[src/rtl/fp_div_arbiter.sv]
// fp_div_arbiter: round-robin share of one combinational fp_division unit between two requesters.
// Latency: accept at edge E0 -> rspN_valid from the cycle after edge E0+DIV_CYCLES (result registered).
// Backpressure: one operation in flight; reqN_ready held low while busy, response held stable until rspN_ready.
//
// Ports:
//   clk, rst_n                 clock, synchronous active-low reset
//   reqN_valid/ready/in1/in2   requester N operation handshake and IEEE-754 single operands
//   rspN_valid/ready/out       requester N quotient handshake
//   div_in1/div_in2/div_out    connection to the shared combinational divider
//   busy                       registered (state != IDLE)
//   grant_id                   owner of the current or most recent operation
module fp_div_arbiter #(
    parameter int DIV_CYCLES = 2
) (
    input  logic        clk,
    input  logic        rst_n,

    input  logic        req0_valid,
    output logic        req0_ready,
    input  logic [31:0] req0_in1,
    input  logic [31:0] req0_in2,
    output logic        rsp0_valid,
    input  logic        rsp0_ready,
    output logic [31:0] rsp0_out,

    input  logic        req1_valid,
    output logic        req1_ready,
    input  logic [31:0] req1_in1,
    input  logic [31:0] req1_in2,
    output logic        rsp1_valid,
    input  logic        rsp1_ready,
    output logic [31:0] rsp1_out,

    output logic [31:0] div_in1,
    output logic [31:0] div_in2,
    input  logic [31:0] div_out,

    output logic        busy,
    output logic        grant_id
);

    if (DIV_CYCLES < 1 || DIV_CYCLES > 15) begin : g_bad_div_cycles
        $error("fp_div_arbiter: DIV_CYCLES must be in 1..15");
    end

    // Settle counter value on the edge that captures div_out.
    localparam logic [3:0] CNT_LAST = 4'(DIV_CYCLES - 1);

    typedef enum logic [1:0] {
        IDLE = 2'd0,
        WAIT = 2'd1,
        RESP = 2'd2
    } state_t;

    state_t      state;
    state_t      state_nxt;
    logic        rr_ptr;
    logic [3:0]  cnt;
    logic [31:0] result;

    logic        winner;
    logic        accept;
    logic        cnt_done;
    logic        rsp_hs;

    // A lone valid requester always wins; the pointer only breaks ties.
    always_comb begin
        winner   = (req0_valid && req1_valid) ? rr_ptr : req1_valid;
        cnt_done = (cnt == CNT_LAST);
    end

    always_ff @(posedge clk) begin
        if (!rst_n) begin
            state <= IDLE;
        end else begin
            state <= state_nxt;
        end
    end

    always_comb begin
        state_nxt  = state;
        accept     = 1'b0;
        rsp_hs     = 1'b0;
        req0_ready = 1'b0;
        req1_ready = 1'b0;
        rsp0_valid = 1'b0;
        rsp1_valid = 1'b0;
        rsp0_out   = '0;
        rsp1_out   = '0;
        case (state)
            IDLE: begin
                // rst_n gating keeps readies low for the whole reset window.
                if (rst_n && (req0_valid || req1_valid)) begin
                    accept     = 1'b1;
                    req0_ready = !winner;
                    req1_ready = winner;
                    state_nxt  = WAIT;
                end
            end
            WAIT: begin
                if (cnt_done) begin
                    state_nxt = RESP;
                end
            end
            RESP: begin
                rsp0_valid = rst_n && !grant_id;
                rsp1_valid = rst_n && grant_id;
                rsp0_out   = grant_id ? 32'd0 : result;
                rsp1_out   = grant_id ? result : 32'd0;
                rsp_hs     = (rsp0_valid && rsp0_ready) || (rsp1_valid && rsp1_ready);
                if (rsp_hs) begin
                    state_nxt = IDLE;
                end
            end
            default: begin
                state_nxt = IDLE;
            end
        endcase
    end

    // Divider operands change only on an accept edge, so the divider sees
    // constant inputs for the whole settle window and beyond.
    always_ff @(posedge clk) begin
        if (!rst_n) begin
            busy     <= 1'b0;
            rr_ptr   <= 1'b0;
            grant_id <= 1'b0;
            cnt      <= '0;
            div_in1  <= '0;
            div_in2  <= '0;
            result   <= '0;
        end else begin
            busy <= (state_nxt != IDLE);
            if (accept) begin
                div_in1  <= winner ? req1_in1 : req0_in1;
                div_in2  <= winner ? req1_in2 : req0_in2;
                grant_id <= winner;
                rr_ptr   <= !winner;
                cnt      <= '0;
            end else if (state == WAIT) begin
                cnt <= cnt + 4'd1;
                if (cnt_done) begin
                    result <= div_out;
                end
            end
        end
    end

endmodule

[config.mk]
export PLATFORM = sky130hd
export DESIGN_NAME = fp_div_arbiter
export DESIGN_NICKNAME = d
export VERILOG_FILES = /design/src/rtl/fp_div_arbiter.sv
export SDC_FILE = /design/constraint.sdc
export NUM_CORES = 1
export LEC_CHECK = 0
export BUFFER_PORTS_ARGS = -buffer_cell sky130_fd_sc_hd__clkbuf_2
export CORE_AREA = 2 2 117 119
export CTS_BUF_LIST = sky130_fd_sc_hd__clkbuf_2
export DETAILED_ROUTE_END_ITERATION = 16
export DIE_AREA = 0 0 119 121
export HOLD_SLACK_MARGIN = 0.15
export PLACE_DENSITY = 0.81
export SYNTH_ARGS = -nofsm -noshare
export SYNTH_HDL_FRONTEND = slang
export SYNTH_SLANG_ARGS = --single-unit
[constraint.sdc]
create_clock -name clk -period 1.96 [get_ports clk]
set_input_delay 0.392 -clock clk [delete_from_list [all_inputs] [get_ports clk]]
set_output_delay 0.392 -clock clk [all_outputs]
set_load 0.05 [all_outputs]
==> run_results.csv, run 1 <==
group,metric,value,unit
outcome,status,"complete, but fails checks",
outcome,violations,"negative setup slack",
synth,synth.area.mux_share,2.09,%
pwr,power,0.00511,W
routing,drt-total-wl,25.8,mm
floorplanning,die_w,119,µm
critical_path,cp.required,1.57,ns
timing,tightest_slew,0.507,ns
job,cap_violations,0,
global_route,grt_pass1_vias,6846,
finish,final_layout_size_suffix_gt1_share,40.6,%
floorplanning,dieArea,14400,µm²
finish,num-nets-final,1220,
critical_path,critical_path_class,"reg -> out",
synth,avgSynthCellArea,8.07,µm²
critical_path,cp_max_fo,8,
routing,wl_per_cell,20.8,µm
routing,routed-via-count,6771,
critical_path,max_stage_delay,0.38,ns
timing,final.min_clock_period,2.25,ns
floorplanning,num_rows,42,
critical_path,timing.rr.start,"cnt[0]$_SDFFE_PP0P_",
cts,cts_made_buffers,9,
cts,cts.clk_slew.worst_paths,0.27,ns
synth,synthSimpleGateAreaFrac,26.6,%
finish,post-route-cell-area,9570,µm²
floorplanning,die_h,121,µm
finish,fin_util,73.1,%
timing,fmax,0.444,GHz
timing,drv_slew,0,
critical_path,regToRegSetupSlack,-0.09,ns
critical_path,reg2reg_to,"result[1]$_SDFFE_PN0P_",
floorplanning,initial_core_util,36.6,%
global_route,grt_pass1_wl,35.9,mm
finish,area_growth,99.9,%
critical_path,cp-startpoint,"state[0]$_SDFF_PN0_",
cts,insertion_delay,0.62,ns
critical_path,reg2reg_depth,6,
timing,skew,0.0423,ns
cts,htree_levels,3,
timing,fin_ws,-0.290,ns
pwr,powerDensity,535,nW/µm²
routing,avgViaCountPerCell,5.48,
critical_path,crit_end,"rsp0_out[20]",
timing,rsz0062_at_grt,"yes",
global_route,antenna_found_initial,4,
placement,hpwl,10.8,mm
placement,io_buffers,299,
floorplanning,top_level_ports,300,
synth,yosysWarningCount,0,
synth,synth_top_family_by_area,"simple AND/OR/NAND/NOR gates",
cts,cts_tree,"done",
routing,ant_nets,0,
routing,first_pass_iters,5,
timing,slew_headroom,65.9,%
hold_path,min_path_type,"in -> reg",
synth,ys_seq_elements,105,
synth,syn_nets,761,
hold_path,min_path_cells,4,
routing,initialDrtViolationCount,695,
cts,clockBufferDepth,2,
critical_path,critPathLaunchType,"flop",
placement,gp_congestion,0.830,
timing,setup_violations,69,
synth,synthAdderAreaFrac,0.523,%
cts,clock-sinks,105,
synth,ys_seq_area_share,43.9,%
critical_path,slowest_stage,"dfxtp_2",
floorplanning,core-area,13100,µm²
cts,root_buffer,"clkbuf_2",
critical_path,worstPathCellList,"nand2b_4, nor2_4, buf_12, clkbuf_16, and2_1, buf_8",
timing,hold_viol,0,
timing,period_share,115,%
synth,synth_cells,593,
critical_path,crit_path_end_kind,"output pin",
synth,synth_xor_area_share,0.549,%
placement,placed_cell_area,6570,µm²
synth,synth_cell_types,36,
synth,synth_compound_area_share,19.6,%
critical_path,crit_arrival,1.86,ns
pwr,ir_worst_vdd,462,µV
global_route,grt_use_total,32.0,%
pwr,power_leakage,4.34,nW
routing,remaining_drc_errors,0,
synth,synth_area,4790,µm²
global_route,grt_max_degree,60,
global_route,overflow,0,
-- stage by stage --
step           worst slack (ns)  std cells  hold WS (ns)  setup TNS [ns]
2_1_floorplan             0.115        593         0.439               0
3_3_place_gp              0.231       1033         0.446               0
3_5_place_dp              0.201       1033         0.450               0
4_1_cts                  -0.348       1221         0.174          -20.00
5_1_grt                  -0.409       1236         0.200          -25.11
6_report                 -0.290       1236         0.267          -16.23
-- report_power, final --
| part | internal, W | switching (W) | total, W |
|---|---|---|---|
| logic | 0.000649 | 0.00105 | 0.00170 |
| clock network | 0.000289 | 0.000737 | 0.00103 |
| registers | 0.00229 | 0.0000960 | 0.00239 |
-- cell usage after synthesis --
cell type	n	area (µm²)
and3_1	5	31.3
nor2b_1	2	12.5
a31oi_1	45	282
buf_2	18	90.1
a221o_1	5	50.1
nand4_1	1	6.26
buf_8	1	15.0
o21ai_1	1	5.00
inv_1	2	7.51
ha_1	2	25.0
xor2_1	2	17.5
nand2_1	157	589
nand2b_1	3	18.8
nor2_1	6	22.5
a21boi_0	4	30.0
nor3b_1	1	7.51
a211oi_1	2	15.0
o211ai_4	1	21.3
o21a_1	1	7.51
a21boi_1	29	218
o31a_1	1	8.76
o21ai_0	55	275
nand3_1	26	130
dfxtp_1	105	2100
nor2_4	1	11.3
o211a_1	1	10.0
a31o_2	2	17.5
nor2_2	2	12.5
clkbuf_1	19	71.3
and2_1	68	425
buf_4	5	37.5
mux2i_1	10	100
nand2_2	1	6.26
buf_6	7	78.8
xnor2_1	1	8.76
buf_12	1	20.0
-- worst min path at each step --
stage | start | to
after floorplan | result[10]$_SDFFE_PN0P_ | result[10]$_SDFFE_PN0P_
after global placement | result[27]$_SDFFE_PN0P_ | result[27]$_SDFFE_PN0P_
after detailed placement | result[28]$_SDFFE_PN0P_ | result[28]$_SDFFE_PN0P_
after CTS | rst_n | state[1]$_SDFF_PN0_
after global routing | rst_n | state[0]$_SDFF_PN0_
final | rst_n | div_in1[3]$_SDFFE_PN0P_
-- per-layer routing --
layer | wire [µm] | global-route usage [%]
met5 | 14 | 0
met4 | 1940 | 22.1
met3 | 2780 | 9.12
met2 | 12300 | 54.7
met1 | 8730 | 34.2
-- state kept, by name, summed over array words and instances (netlist names) --
register	cells
rr_ptr	1
busy	1
grant_id	1
cnt	4
div_in2	32
div_in1	32
state	2
result	32
-- worst max-delay path: cells and delay by family (launching register included) --
family                 cells  cell delay, ns
buffers and inverters      3            0.45
AND/OR/NAND/NOR            3            0.46
flip-flops                 1            0.38
-- logic make-up after synthesis --
kind of cell,count (synthesis)
xor gates and xnor gates,3
and+or+nand+nor,273
adders and majority gates,2
AOI/OAI and AO/OA,147
buffers and inverters,53
DFF,105
muxes,10
-- repair_timing --
item                                   CTS  global route
cloned                                   3             5
endpoints found under the hold margin   98             0
pin swaps                               19             4
gates resized for setup                171            81
hold buffers                           162             0
buffers inserted                         8             7
setup endpoints to repair               68            71
-- placed cells by master (no fill, tap or decap), types with 3 or more instances in the layout --
| cell | count |
|---|---|
| buf_8 | 41 |
| diode_2 | 3 |
| nand3_1 | 26 |
| and3_1 | 5 |
| buf_16 | 3 |
| a31oi_1 | 45 |
| buf_4 | 20 |
| dfxtp_1 | 102 |
| a21boi_0 | 4 |
| and2_1 | 6 |
| nor2_1 | 4 |
| clkbuf_16 | 21 |
| nand2_1 | 157 |
| a221o_1 | 5 |
| clkbuf_2 | 240 |
| a21boi_1 | 29 |
| nor2_4 | 5 |
| and2_4 | 62 |
| dlygate4sd3_1 | 162 |
| o21ai_0 | 55 |
| mux2i_1 | 10 |
| buf_12 | 19 |
-- layout make-up --
| class | count | area (µm²) |
|---|---|---|
| clock inverter | 6 | 58.8 |
| fill | 782 | 3520 |
| clock buffer | 10 | 50.0 |
| tap | 176 | 220 |
| multi-input combinational | 435 | 2560 |
| timing repair buffer | 499 | 4550 |
| inverter | 2 | 7.51 |
| sequential | 105 | 2110 |
| antenna | 3 | 7.51 |
(Power assumes the default switching activity.)
==> run 2, diff against run 1 <==
--- a/config.mk
+++ b/config.mk
@@ -11,7 +11,8 @@
 export DETAILED_ROUTE_END_ITERATION = 16
 export DIE_AREA = 0 0 119 121
 export HOLD_SLACK_MARGIN = 0.15
-export PLACE_DENSITY = 0.81
+export PLACE_DENSITY = 0.69
+export RECOVER_POWER = 25
 export SYNTH_ARGS = -nofsm -noshare
 export SYNTH_HDL_FRONTEND = slang
 export SYNTH_SLANG_ARGS = --single-unit
==> run 2 against run 1 <==
Against the previous run: the flow still finishes with violations (negative setup slack); clock skew fell by 0.014 ns; wire length decreased by 15%; critical path depth is 1 lower; combinational power about the same; setup slack gained 0.068 ns.
==> run_results.csv, run 2 (same netlist as run 1, synthesis figures left out) <==
group,metric,value,unit
floorplanning,top_level_ports,300,
finish,instances_no_fill,1233,
critical_path,critPathLaunchType,"flop",
placement,dp_slack,0.178,ns
cts,cts.clk_slew.worst_paths,0.25,ns
timing,whs,0.261,ns
critical_path,reg2reg_depth,7,
critical_path,cp-startpoint,"state[0]$_SDFF_PN0_",
hold_path,min_path_type,"in -> reg",
critical_path,cp_max_fo,33,
global_route,grt_pass1_vias,6333,
placement,dp_cells,1033,
cts,root_buffer,"clkbuf_2",
timing,tightest_slew,0.476,ns
critical_path,timing.rr.start,"state[0]$_SDFF_PN0_",
timing,slew_headroom,68.3,%
hold_path,min-delay-start,"rsp0_ready",
placement,gp_congestion,0.796,
timing,fin_ws,-0.222,ns
pwr,powerDensity,600,nW/µm²
finish,final_common_cell,"clkbuf_2",
hold_path,min_path_cells,4,
floorplanning,initial_core_util,36.6,%
floorplanning,core-area,13100,µm²
finish,nFillCells,879,
pwr,p_int,0.00376,W
timing,period_share,111,%
routing,remaining_drc_errors,0,
pwr,power,0.00561,W
global_route,antenna_found_initial,2,
routing,wl_per_cell,17.8,µm
routing,initialDrtViolationCount,418,
critical_path,cpLargestDelayFamily,"simple AND/OR/NAND/NOR gates",
outcome,violations,"negative setup slack",
outcome,status,"complete, but fails checks",
global_route,grt_max_degree,60,
cts,htree_levels,3,
timing,hold_viol,0,
floorplanning,num_rows,42,
critical_path,critical_path_class,"reg -> out",
finish,num-nets-final,1219,
critical_path,worstPathCellList,"nand2b_4, nor2_4, buf_12, and2_1, clkbuf_8",
pwr,ir_worst_vdd,480,µV
critical_path,crit_buf_inv,2,
floorplanning,die_w,119,µm
routing,avgViaCountPerCell,5.15,
critical_path,worst-path-stages,5,
timing,drv_slew,0,
routing,first_pass_iters,5,
finish,area_growth,95.3,%
finish,final_layout_size_suffix_gt1_share,38.6,%
pwr,clockPowerShare,27.1,%
job,cap_violations,0,
pwr,comb_power_share,30.4,%
floorplanning,die_h,121,µm
cts,clock-sinks,105,
critical_path,slowest_stage,"dfxtp_2",
routing,drt-total-wl,22.0,mm
critical_path,crit_path_end_kind,"output pin",
global_route,grt_pass1_wl,31.8,mm
cts,insertion_delay,0.58,ns
timing,setup_violations,86,
pwr,swShare,32.9,%
global_route,grt_use_total,27.5,%
pwr,switchingPower,0.00185,W
timing,final.min_clock_period,2.18,ns
timing,skew,0.0283,ns
cts,cts_tree,"done",
cts,clockBufferDepth,2,
global_route,overflow,0,
timing,fmax,0.458,GHz
critical_path,max_stage_delay,0.38,ns
floorplanning,dieArea,14400,µm²
cts,cts_made_buffers,9,
placement,io_buffers,299,
critical_path,crit_arrival,1.79,ns
pwr,power_leakage,4.26,nW
critical_path,cp.required,1.57,ns
routing,routed-via-count,6345,
finish,most-common-layout-cells,"clkbuf_2 (241), dlygate4sd3_1 (161), nand2_1 (157), dfxtp_1 (101), o21ai_0 (54)",
timing,setup-tns-final,-11.86,ns
routing,ant_nets,0,
placement,hpwl,11.4,mm
pwr,pwr-share-seq,42.5,%
timing,rsz0062_at_grt,"yes",
finish,reg_top3,"div_in1: 32 flops, div_in2: 32 flops, result: 32 flops",
==> run 2: cell types whose count changed in the layout (fill, tap and decap cells not counted), moves of 8 or more <==
cell	previous run	this run
clkbuf_16	21	6
a21boi_1	29	13
a21boi_0	4	20
and2_4	62	43
and2_1	6	24
buf_8	41	49
==> run 2: worst paths after layout <==
check / to / slack (ns)
worst max-delay path: rsp0_out[21] / -0.22
worst min-delay path: state[1]$_SDFF_PN0_ / 0.26
worst max register to register: div_in2[28]$_SDFFE_PN0P_ / -0.16
worst min register to register: div_in1[28]$_SDFFE_PN0P_ / 0.49
==> run 2: cell type report <==
| class | count | area [µm²] | share of cell area (%) |
|---|---|---|---|
| Tap cell | 176 | 220 | 2.36 |
| Multi-Input combinational cell | 436 | 2520 | 27.0 |
| Clock inverter | 6 | 155 | 1.66 |
| Inverter | 2 | 7.51 | 0.0803 |
| Clock buffer | 9 | 45.0 | 0.482 |
| Antenna cell | 2 | 5.00 | 0.0535 |
| Timing Repair Buffer | 497 | 4280 | 45.8 |
| Sequential cell | 105 | 2110 | 22.6 |
==> run 2: worst min-delay path: stages <==
cell      delay (ns)
clkbuf_2        0.08
nor2b_1         0.12
a211oi_1        0.07
o21a_1          0.16
==> run 2: metal layers <==
| layer | routed length [µm] | global-route usage [%] | up-vias |
|---|---|---|---|
| li1 | - | - | 2922 |
| met1 | 8030 | 30.1 | 2939 |
| met2 | 10900 | 48.9 | 396 |
| met3 | 1960 | 8.08 | 88 |
| met4 | 1060 | 13.2 | 0 |
| met5 | 0 | 0 | - |
==> run 2: stage by stage <==
stage	instance area (µm²)	util, %
finish	9350	71.4
global route	9350	71.4
CTS	9070	69.3
detailed placement	6590	50.3
global placement	6590	50.3
floorplan	4790	-
==> run 2: timing repair <==
action,in CTS,in global routing
endpoints found under the setup margin,68,89
gates cloned,1,4
endpoints found under the hold margin,97,10
gates resized for setup,142,90
hold buffers,161,10
buffers inserted,5,13
pin swaps,5,17
==> run 2: power groups by stage <==
stage	combinational (W)	clock [W]	sequential, W
2_1_floorplan	0.000410	0	0.00288
3_3_place_gp	0.00129	0	0.00241
3_5_place_dp	0.00130	0	0.00241
4_1_cts	0.00161	0.00155	0.00237
5_1_grt	0.00180	0.00164	0.00240
6_report	0.00171	0.00152	0.00238
==> run 3, diff against run 2 <==
--- a/config.mk
+++ b/config.mk
@@ -6,12 +6,11 @@
 export NUM_CORES = 1
 export LEC_CHECK = 0
 export BUFFER_PORTS_ARGS = -buffer_cell sky130_fd_sc_hd__clkbuf_2
-export CORE_AREA = 2 2 117 119
-export CTS_BUF_LIST = sky130_fd_sc_hd__clkbuf_2
+export CORE_AREA = 2 2 115 117
 export DETAILED_ROUTE_END_ITERATION = 16
-export DIE_AREA = 0 0 119 121
+export DIE_AREA = 0 0 117 119
 export HOLD_SLACK_MARGIN = 0.15
-export PLACE_DENSITY = 0.69
+export PLACE_DENSITY = 0.71
 export RECOVER_POWER = 25
 export SYNTH_ARGS = -nofsm -noshare
 export SYNTH_HDL_FRONTEND = slang
==> run 3 against run 2 <==
Against the previous run: the flow now finishes without violations; setup slack gained 0.24 ns; utilization shrank 15 points; wire length shrank 29%; flip-flop and latch count is the same; highest routed layer unchanged.
==> run_results.csv, run 3 (same netlist as run 1, synthesis figures left out) <==
group,metric,value,unit
timing,skew,0.00823,ns
placement,io_buffers,299,
global_route,gr-usage-met3,5.45,%
critical_path,crit_path_end_kind,"output pin",
cts,root_buffer,"clkbuf_16",
pwr,ir_worst_vdd,399,µV
cts,cts_made_buffers,9,
routing,avgViaCountPerCell,4.84,
finish,reg_top3,"div_in1: 32 flops, div_in2: 32 flops, result: 32 flops",
routing,routed-via-count,5104,
hold_path,min_path_cells,3,
finish,final_layout_size_suffix_gt1_share,40.4,%
floorplanning,die_h,119,µm
finish,area_growth,51.0,%
cts,clock-sinks,105,
routing,remaining_drc_errors,0,
global_route,overflow,0,
critical_path,max_stage_delay,0.33,ns
critical_path,critPathLaunchType,"flop",
outcome,status,"finished, final reports clean",
critical_path,crit_arrival,1.55,ns
critical_path,critical_path_class,"reg -> out",
global_route,met1_usage,23.2,%
global_route,grt_use_total,20.8,%
floorplanning,die_w,117,µm
timing,period_share,98.9,%
global_route,grt_pass1_wl,23.0,mm
timing,slew_headroom,65.5,%
routing,initialDrtViolationCount,270,
floorplanning,num_rows,42,
timing,tightest_slew,0.518,ns
timing,final.min_clock_period,1.94,ns
routing,first_pass_iters,6,
routing,wl_per_cell,14.7,µm
hold_path,min_path_type,"in -> reg",
timing,drv_slew,0,
cts,cts_tree,"done",
routing,drt-total-wl,15.5,mm
timing,setup_violations,0,
timing,hold_viol,0,
placement,gp_congestion,0.766,
routing,ant_nets,0,
finish,most-common-layout-cells,"clkbuf_2 (231), nand2_1 (157), dfxtp_1 (102), and2_1 (62), o21ai_0 (55)",
critical_path,crit_buf_inv,3,
floorplanning,initial_core_util,37.2,%
cts,htree_levels,3,
cts,clockBufferDepth,2,
critical_path,slowest_stage,"dfxtp_2",
timing,rsz0062_at_grt,"yes",
finish,num-nets-final,1040,
critical_path,cpLargestDelayFamily,"buffers and inverters",
floorplanning,dieArea,13900,µm²
cts,hold_buffers,0,
floorplanning,top_level_ports,300,
placement,hpwl,10.8,mm
critical_path,regToRegSetupSlack,0.36,ns
floorplanning,core-area,12900,µm²
global_route,met2_usage,37.0,%
finish,final_common_cell,"clkbuf_2",
job,cap_violations,0,
pwr,powerDensity,801,nW/µm²
timing,setup-tns-final,0,ns
critical_path,cp.required,1.57,ns
global_route,grt_pass1_vias,4857,
global_route,grt_max_degree,100,
cts,cts.clk_slew.worst_paths,0.07,ns
global_route,top_usage_layer,"met2",
critical_path,worst-path-stages,6,
pwr,power,0.00579,W
critical_path,crit_top_cell,"buf_12",
critical_path,cp_max_fo,16,
cts,insertion_delay,0.34,ns
timing,fmax,0.516,GHz
pwr,power_leakage,3.41,nW
critical_path,worstPathCellList,"nand2b_4, nor2_4, buf_12, clkbuf_16, and2_1, buf_12",
critical_path,reg2reg_depth,6,
global_route,antenna_found_initial,2,
[run 3: changes by cell type in the layout (fill, tap and decap cells not counted), sizes merged]
cell / previous run / this run
clkinv: 1 / 2
dlygate4sd3: 161 / 0
buf: 85 / 83
bufinv: 5 / 4
o211a: 2 / 1
clkbuf: 260 / 246
[run 3: path summary, 6_finish.rpt]
path / to / from
hold reg to reg: result[18]$_SDFFE_PN0P_ / result[18]$_SDFFE_PN0P_
hold / removal: result[12]$_SDFFE_PN0P_ / div_out[12]
setup reg to reg: result[0]$_SDFFE_PN0P_ / cnt[0]$_SDFFE_PP0P_
setup / recovery: rsp0_out[4] / state[0]$_SDFF_PN0_
[run 3: worst reg2reg max path, cell delays in order, from the launching register on]
cell and delay, ns:
dfxtp_1 0.40, ha_1 0.17, nor3b_1 0.28, and2_1 0.22
buf_12 0.20, nand2_1 0.07, a21boi_0 0.18
[run 3: through the flow]
step                util [%]  hold WS, ns  instances  area, µm²  setup slack, ns
floorplan                  -        0.439        593       4790            0.115
global placement        50.6        0.448       1033       6510            0.309
detailed placement      50.6        0.453       1033       6510            0.278
CTS                     54.5        0.253       1049       7010          -0.0509
global route            56.1        0.259       1055       7230          -0.0426
finish                  56.1        0.266       1055       7230           0.0213
[run 3: layer usage]
layer	routed length, µm	part of all wire [%]	vias up
li1	-	-	2568
met1	6030	39	2307
met2	7890	51	206
met3	1250	8.0	23
met4	366	2.4	0
met5	0	0	-
[run 3: layout make-up]
cell class	instances	area (µm²)
Tap cell	176	220
Antenna cell	2	5.00
Clock buffer	10	229
Sequential cell	105	2110
Clock inverter	6	130
Timing Repair Buffer	319	2130
Fill cell	1216	5650
Multi-Input combinational cell	435	2400
Inverter	2	7.51
[run 3: where the power goes]
group	internal [W]	total, W	switching [W]	leakage (nW)
Clock	0.00137	0.00215	0.000779	0.176
Sequential	0.00229	0.00237	0.0000818	0.862
Combinational	0.000386	0.00127	0.000882	2.37
Total	0.00405	0.00579	0.00174	3.41
[run 3: timing repair]
action | 4_1_cts | 5_1_grt
cloned | 0 | 3
gates resized for setup | 57 | 90
endpoints found under the setup margin | 65 | 67
setup buffers | 0 | 1
endpoints found under the hold margin | 0 | 0
